## src/rtl/ram_arb_pkg.sv

```systemverilog
// Shared types and constants for the RAM port arbiter and its read-tag pipe.
package ram_arb_pkg;

  localparam logic REQ_CPU = 1'b0;
  localparam logic REQ_IO  = 1'b1;

  localparam int HOLD_W = 8;

  typedef struct packed {
    logic valid;
    logic id;
  } rd_tag_t;

endpackage

```

## src/rtl/ram_rd_tag_pipe.sv

```systemverilog
// Fixed-depth shift pipe carrying {valid, id} tags alongside the RAM read latency.
module ram_rd_tag_pipe
  import ram_arb_pkg::*;
#(
  parameter int STAGES = 1
) (
  input  logic    clk,
  input  logic    rst_n,
  input  rd_tag_t push,
  output rd_tag_t tail
);

  rd_tag_t [STAGES-1:0] vld_pipe;

  always_ff @(posedge clk) begin
    if (!rst_n) begin
      vld_pipe <= '0;
    end else begin
      vld_pipe[0] <= push;
      for (int i = 1; i < STAGES; i++) vld_pipe[i] <= vld_pipe[i-1];
    end
  end

  assign tail = vld_pipe[STAGES-1];

endmodule

```

## src/rtl/ram_port_arbiter.sv

```systemverilog
// Round-robin arbiter with bounded burst locking sharing one RAM port between
// the CPU (r0) and the I/O fetch engine (r1); read data is routed back by tag.
module ram_port_arbiter
  import ram_arb_pkg::*;
#(
  parameter int DATA_WIDTH   = 16,
  parameter int ADDR_WIDTH   = 10,
  parameter int READ_LATENCY = 1,
  parameter int MAX_HOLD     = 8
) (
  input  logic                  clk,
  input  logic                  rst_n,
  input  logic                  r0_req,
  input  logic                  r1_req,
  input  logic                  r0_lock,
  input  logic                  r1_lock,
  input  logic                  r0_we,
  input  logic                  r1_we,
  input  logic [ADDR_WIDTH-1:0] r0_addr,
  input  logic [ADDR_WIDTH-1:0] r1_addr,
  input  logic [DATA_WIDTH-1:0] r0_wdata,
  input  logic [DATA_WIDTH-1:0] r1_wdata,
  output logic                  r0_gnt,
  output logic                  r1_gnt,
  output logic                  r0_rvalid,
  output logic                  r1_rvalid,
  output logic [DATA_WIDTH-1:0] rdata,
  output logic [ADDR_WIDTH-1:0] ram_addr,
  output logic [DATA_WIDTH-1:0] ram_data,
  output logic                  ram_we,
  input  logic [DATA_WIDTH-1:0] ram_q
);

  localparam logic [HOLD_W-1:0] HOLD_MAX = HOLD_W'(MAX_HOLD);

  logic [1:0]        req, lock, we;
  logic              last_q, locked_q;
  logic [HOLD_W-1:0] hold_q;
  logic              gnt_any, win;
  rd_tag_t           push, tail;

  assign req  = {r1_req, r0_req};
  assign lock = {r1_lock, r0_lock};
  assign we   = {r1_we, r0_we};

  // The locked owner is always the last winner, so last_q doubles as owner id.
  always_comb begin
    gnt_any = 1'b0;
    win     = REQ_CPU;
    if (rst_n) begin
      if (locked_q && req[last_q] && (!req[~last_q] || hold_q < HOLD_MAX)) begin
        gnt_any = 1'b1;
        win     = last_q;
      end else if (req[0] && req[1]) begin
        gnt_any = 1'b1;
        win     = ~last_q;
      end else if (req[0]) begin
        gnt_any = 1'b1;
        win     = REQ_CPU;
      end else if (req[1]) begin
        gnt_any = 1'b1;
        win     = REQ_IO;
      end
    end
  end

  always_ff @(posedge clk) begin
    if (!rst_n) begin
      last_q   <= REQ_IO;
      locked_q <= 1'b0;
      hold_q   <= '0;
    end else if (gnt_any) begin
      last_q   <= win;
      locked_q <= lock[win];
      if (locked_q && win == last_q)
        hold_q <= (hold_q == '1) ? hold_q : hold_q + 1'b1;
      else
        hold_q <= HOLD_W'(1);
    end else begin
      locked_q <= 1'b0;
      hold_q   <= '0;
    end
  end

  assign r0_gnt = gnt_any && (win == REQ_CPU);
  assign r1_gnt = gnt_any && (win == REQ_IO);

  // Idle cycles leave win at REQ_CPU, so the RAM sees r0's address/data.
  assign ram_addr = (win == REQ_IO) ? r1_addr : r0_addr;
  assign ram_data = (win == REQ_IO) ? r1_wdata : r0_wdata;
  assign ram_we   = gnt_any && we[win];

  assign push = {gnt_any && !we[win], win};

  ram_rd_tag_pipe #(
    .STAGES(READ_LATENCY)
  ) u_rd_pipe (
    .clk  (clk),
    .rst_n(rst_n),
    .push (push),
    .tail (tail)
  );

  assign r0_rvalid = tail.valid && (tail.id == REQ_CPU);
  assign r1_rvalid = tail.valid && (tail.id == REQ_IO);
  assign rdata     = ram_q;

endmodule

```

## config.mk

```make
export PLATFORM = sky130hd
export DESIGN_NAME = ram_port_arbiter
export DESIGN_NICKNAME = d
export VERILOG_FILES = /design/src/rtl/ram_arb_pkg.sv /design/src/rtl/ram_rd_tag_pipe.sv /design/src/rtl/ram_port_arbiter.sv
export SDC_FILE = /design/constraint.sdc
export NUM_CORES = 1
export LEC_CHECK = 0
export ABC_AREA = 0
export CAP_MARGIN = 20
export CORE_MARGIN = 5
export CORE_UTILIZATION = 31
export CTS_BUF_LIST = sky130_fd_sc_hd__clkbuf_8
export DETAILED_ROUTE_END_ITERATION = 12
export PLACE_DENSITY = 0.95
export SYNTH_ARGS = -nofsm -noshare
export SYNTH_HDL_FRONTEND = slang
export SYNTH_SLANG_ARGS = --single-unit
```

## constraint.sdc

```tcl
create_clock -name clk -period 6.8 [get_ports clk]
set_input_delay 1.36 -clock clk [delete_from_list [all_inputs] [get_ports clk]]
set_output_delay 1.36 -clock clk [all_outputs]
set_load 0.02 [all_outputs]
```

==> results of run 1 <==
## kinds of logic (layout without fill, tap and decap cells)
logic type	after synthesis	after routing	share of synthesized area [%]
flip-flops	12	12	20.9
AND/OR/NAND/NOR	40	40	19.9
multiplexers	29	29	28.3
AO/OA/AOI/OAI	23	23	13.3
XOR/XNOR	2	2	1.52
adder cells (fa/ha/maj)	1	1	1.09
buffers and inverters	24	98	15.0
## registers in the layout (all words and copies together) (netlist names)
| register | flops |
|---|---|
| hold_q | 8 |
| u_rd_pipe.tail | 2 |
| last_q | 1 |
| locked_q | 1 |
## cell type report
class / count / area (um^2)
Clock buffer: 4 / 55.1
Fill cell: 356 / 1610
Inverter: 3 / 11.3
Multi-Input combinational cell: 95 / 748
Sequential cell: 12 / 240
Tap cell: 48 / 60.1
Timing Repair Buffer: 91 / 908
## power by group through the flow
stage / combinational (mW) / clock (mW) / sequential (mW)
2_1_floorplan: 0.0660 / 0 / 0.0762
3_3_place_gp: 0.116 / 0 / 0.0769
3_5_place_dp: 0.118 / 0 / 0.0770
4_1_cts: 0.119 / 0.0836 / 0.0755
5_1_grt: 0.124 / 0.0867 / 0.0759
6_report: 0.118 / 0.0813 / 0.0755
## per-layer routing
layer	vias up	share of wire, %
met5	-	0
li1	615	-
met1	554	34
met4	0	2.6
met2	68	52
met3	15	12
## worst max-delay path: cells and delay by family
family,cells,cell delay [ns]
AOI/OAI and AO/OA,1,0.29
buffers and inverters,4,1.57
and+or+nand+nor,1,0.10
muxes,1,0.40
## synth_stat cells, drive strengths merged (3+ instances only)
library cell / n / area share, %
nor2: 9 / 2.9
nor4: 4 / 3.5
a21oi: 4 / 1.7
mux2: 28 / 27
dfxtp: 12 / 21
nor3: 6 / 2.6
inv: 3 / 0.98
nand3: 4 / 1.7
nand2: 5 / 1.6
buf: 19 / 13
o21ai: 8 / 3.5
## how the worst max path moves through the flow
stage,to,slack [ns]
floorplan,ram_data[10],2.78
CTS,ram_data[3],1.71
detailed placement,ram_data[3],1.71
global route,ram_data[3],1.64
finish,ram_data[3],1.71
global placement,ram_data[5],1.77
==> results.sh, run 1 <==
export IMPL_status="completed"
export IMPL_synth_async_reset_ratio_pct=0
export IMPL_wire_per_inst_um=15.3
export IMPL_core_area_um2=3630
export IMPL_grt_pass1_wl_mm=5.78
export IMPL_grt_remaining_overflow=0
export IMPL_ys_seq_area_share_pct=20.9
export IMPL_comb_power_share_pct=42.9
export IMPL_layout_common_cells="clkdlybuf4s50_1 (90), mux2_2 (28), dfxtp_1 (12)"
export IMPL_grtUsageMet2_pct=26.0
export IMPL_numCtsBuffers=3
export IMPL_insertedDiodeCount=0
export IMPL_ant_nets=0
export IMPL_gr_usage_all_layers_pct=14.4
export IMPL_startpoint_type="input pin"
export IMPL_ys_warn_count=0
export IMPL_peakVddDrop_uv=132
export IMPL_required_ns=5.44
export IMPL_dr_total_vias=1252
export IMPL_fp_dieH_um=70.9
export IMPL_crit_slowest_cell="clkdlybuf4s50_1"
export IMPL_first_global_vias=1199
export IMPL_final_core_util_pct=55.7
export IMPL_slowest_delay_ns=0.56
export IMPL_drc_errors=0
export IMPL_p_switching_uw=79.0
export IMPL_seqPwrFrac_pct=27.5
export IMPL_postCtsHoldBufs=0
export IMPL_hold_path_class="register to register"
export IMPL_total_power_uw=275
export IMPL_top_usage_layer="met2"
export IMPL_synthDistinctLibCells=39
export IMPL_initial_core_util_pct=31.6
export IMPL_slew_headroom_pct=51.8
export IMPL_std_cell_rows=22
export IMPL_fp_dieW_um=70.9
export IMPL_rsz0062_at_grt="no"
export IMPL_power_density_nw_per_um2=136
export IMPL_cts_sinks=12
export IMPL_r2r_setup_slack_ns=4.62
export IMPL_ios=123
export IMPL_power_frac_clock_pct=29.6
export IMPL_avgSynthCellArea_um2=8.78
export IMPL_grt_max_degree=32
export IMPL_holdPathStages=2
export IMPL_maxSlewViolCount=0
export IMPL_final_area_um2=2020
export IMPL_clockRootBuffer="clkbuf_8"
export IMPL_timing_rr_end="locked_q$_SDFF_PN0_"
export IMPL_crit_top_cell="clkdlybuf4s50_1"
export IMPL_cts_buffer_depth=2
export IMPL_use_met3_pct=6.68
export IMPL_worst_setup_path_end_kind="output port"
export IMPL_worst_pin_slew_ns=0.716
export IMPL_ys_ff_latch=12
export IMPL_reg2reg_from="hold_q[7]$_SDFFE_PN0P_"
export IMPL_hold_slack_ns=0.564
export IMPL_syn_inst=131
export IMPL_min_period_ns=5.09
export IMPL_final_nets=283
export IMPL_cp_arrival_ns=3.73
export IMPL_cts_setup_buffers=0
export IMPL_cts_clk_slew_worst_paths_ns=0.05
export IMPL_p_leak_nw=0.735
export IMPL_cts_tree="yes"
export IMPL_swShare_pct=28.8
export IMPL_timing_final_crit_share_pct=74.9
export IMPL_clkLatencyLatePin_ns=0.25
export IMPL_cts_resized_gates=0
export IMPL_wl_mm=3.88
export IMPL_layout_commonest_cell="clkdlybuf4s50_1"
export IMPL_use_met1_pct=13.9
export IMPL_p_int_uw=196
export IMPL_max_freq_ghz=0.196
export IMPL_port_buffers=90
export IMPL_synth_edf_count=0
export IMPL_fp_dieArea_um2=5030
export IMPL_final_setup_viol_count=0
export IMPL_drive_gt1_share_pct=18.0
export IMPL_avgViaCountPerCell=4.95
export IMPL_htree_levels=1
export IMPL_drtIter0Drc=40
export IMPL_crit_chain="clkdlybuf4s50_1 > inv_1 > nor2_1 > a311oi_4 > buf_4 > mux2_2 > clkdlybuf4s50_1"
export IMPL_placed_area_um2=1970
export IMPL_drt_pass1_iterations=4
export IMPL_whs_endpoint="hold_q[1]$_SDFFE_PN0P_"
export IMPL_synthFlopType="dfxtp_1"
export IMPL_finalHoldViolations=0
export IMPL_dp_hpwl_mm=3.19
export IMPL_synth_nets=208
export IMPL_synth_area_um2=1150
export IMPL_worst_r2r_cell_count=5
export IMPL_gp_congestion=0.848
export IMPL_final_cell_count_no_fill=253
export IMPL_setup_tns_final_ns=0
export IMPL_fin_ws_ns=1.71
export IMPL_final_setup_skew_ns=0.00317
export IMPL_maxCapViolations=0
export IMPL_pre_cts_ws_ns=1.71
export IMPL_crit_type="input pin to output port"
export IMPL_area_growth_pct=76.0
export IMPL_min_delay_start="hold_q[1]$_SDFFE_PN0P_"
export IMPL_crit_path_start="r0_req"
export IMPL_dpl_cell_count=249
export IMPL_cp_max_fo=31
export IMPL_antenna_found_initial=0
(Power assumes the default switching activity.)
==> run 2: changes to the inputs <==
- CORE_UTILIZATION: 31 -> 29
- PLACE_DENSITY: 0.95 -> 0.92
- clock period: 6.8 -> 5.2 ns (I/O delays scaled with it)
==> run 2 against run 1 <==
Net effect: design area up 0.62%; routed wire length up 5.9%; via count up 3.7%; worst setup slack worse by 1.2 ns; first-iteration DRC count rose to 2.6 times the previous value; hold slack better by 0.019 ns; sequential power up 31%; critical path type unchanged; utilization down 1.3 points.
==> results.sh, run 2 (synthesis gave the netlist of run 1 again) <==
export IMPL_grt_max_degree=21
export IMPL_ant_nets=0
export IMPL_routed_top_layer="met4"
export IMPL_fp_dieH_um=73.0
export IMPL_worst_pin_slew_ns=0.759
export IMPL_startpoint_type="input pin"
export IMPL_fillers=351
export IMPL_power_density_nw_per_um2=176
export IMPL_cts_setup_buffers=0
export IMPL_cts_sinks=12
export IMPL_finalHoldViolations=0
export IMPL_gr_usage_all_layers_pct=13.9
export IMPL_area_growth_pct=77.0
export IMPL_max_freq_ghz=0.214
export IMPL_m1WireLength_mm=1.44
export IMPL_cts_resized_gates=0
export IMPL_met2_length_mm=2.11
export IMPL_p_leak_nw=0.739
export IMPL_cp_max_fo=20
export IMPL_layout_common_cells="clkdlybuf4s50_1 (90), mux2_2 (28), dfxtp_1 (12)"
export IMPL_initial_core_util_pct=30.7
export IMPL_gp_congestion=0.926
export IMPL_core_area_um2=3740
export IMPL_grt_remaining_overflow=0
export IMPL_cts_buffer_depth=2
export IMPL_antenna_found_initial=0
export IMPL_wire_per_inst_um=16.2
export IMPL_required_ns=4.16
export IMPL_clockRootBuffer="clkbuf_8"
export IMPL_drive_gt1_share_pct=18.0
export IMPL_clkLatencyLatePin_ns=0.24
export IMPL_final_setup_viol_count=0
export IMPL_worst_setup_path_end_kind="output port"
export IMPL_final_setup_skew_ns=0.00215
export IMPL_fp_dieW_um=73.0
export IMPL_drtIter0Drc=103
export IMPL_wl_met3_um=532
export IMPL_slew_headroom_pct=48.9
export IMPL_drc_errors=0
export IMPL_layout_commonest_cell="clkdlybuf4s50_1"
export IMPL_hold_path_class="register to register"
export IMPL_largest_reg_flops=8
export IMPL_wl_mm=4.11
export IMPL_crit_type="input pin to output port"
export IMPL_first_global_vias=1184
export IMPL_peakVddDrop_uv=92.4
export IMPL_dr_total_vias=1298
export IMPL_fp_dieArea_um2=5320
export IMPL_insertedDiodeCount=0
export IMPL_rsz0062_at_grt="no"
export IMPL_postCtsHoldBufs=0
export IMPL_hold_slack_ns=0.583
export IMPL_avgViaCountPerCell=5.13
export IMPL_maxSlewViolCount=0
export IMPL_dp_hpwl_mm=3.43
export IMPL_std_cell_rows=22
export IMPL_cp_arrival_ns=3.63
export IMPL_regArea_um2=240
export IMPL_maxCapViolations=0
export IMPL_cts_clk_slew_worst_paths_ns=0.06
export IMPL_setup_tns_final_ns=0
export IMPL_htree_levels=1
export IMPL_port_buffers=90
export IMPL_status="completed"
export IMPL_grt_pass1_wl_mm=5.91
export IMPL_timing_final_crit_share_pct=89.7
export IMPL_cts_tree="yes"
export IMPL_numCtsBuffers=3
export IMPL_min_period_ns=4.67
export IMPL_largest_register="hold_q"
export IMPL_multi_input_comb_area_um2=748
export IMPL_ios=123
export IMPL_drt_pass1_iterations=4
export IMPL_final_nets=283
run 2: final cells by class:
cell class	count	share of cell area [%]
sequential	12	11.8
clock buffer	4	2.70
inverter	3	0.553
timing repair buffer	91	45.2
multi-input combinational	95	36.8
tap	48	2.95
run 2: critical path, stage by stage:
cell and delay (ns):
clkdlybuf4s50_1 0.49, inv_1 0.13, nor2_1 0.10, a311oi_4 0.71
buf_12 0.25, mux2_2 0.35, clkdlybuf4s50_1 0.55
run 2: worst paths after layout:
path	from	end	slack [ns]	cells after the start
max reg2reg	hold_q[7]$_SDFFE_PN0P_	locked_q$_SDFF_PN0_	2.80	5
min reg2reg	hold_q[1]$_SDFFE_PN0P_	hold_q[1]$_SDFFE_PN0P_	0.58	2
min	hold_q[1]$_SDFFE_PN0P_	hold_q[1]$_SDFFE_PN0P_	0.58	2
max	r0_req	ram_data[10]	0.53	7
run 2: per-layer routing:
layer | track usage [%] | vias to the layer above
met3 | 6.34 | 4
met2 | 25.4 | 87
met1 | 14.8 | 586
li1 | - | 621
met5 | 0 | -
met4 | 2.46 | 0
run 2: through the flow:
step | utilization, % | instances | instance area (um^2) | worst slack, ns | power, mW
after floorplan | - | 131 | 1150 | 1.82 | 0.186
after global placement | 52.9 | 249 | 1980 | 0.594 | 0.255
after detailed placement | 52.9 | 249 | 1980 | 0.556 | 0.257
after CTS | 54.4 | 253 | 2040 | 0.543 | 0.363
after global routing | 54.4 | 253 | 2040 | 0.388 | 0.377
final | 54.4 | 253 | 2040 | 0.534 | 0.359
run 2: where the power goes:
part	internal, mW	switching (mW)
logic	0.0946	0.0610
registers	0.0954	0.00356
clock network	0.0670	0.0375
total	0.257	0.102
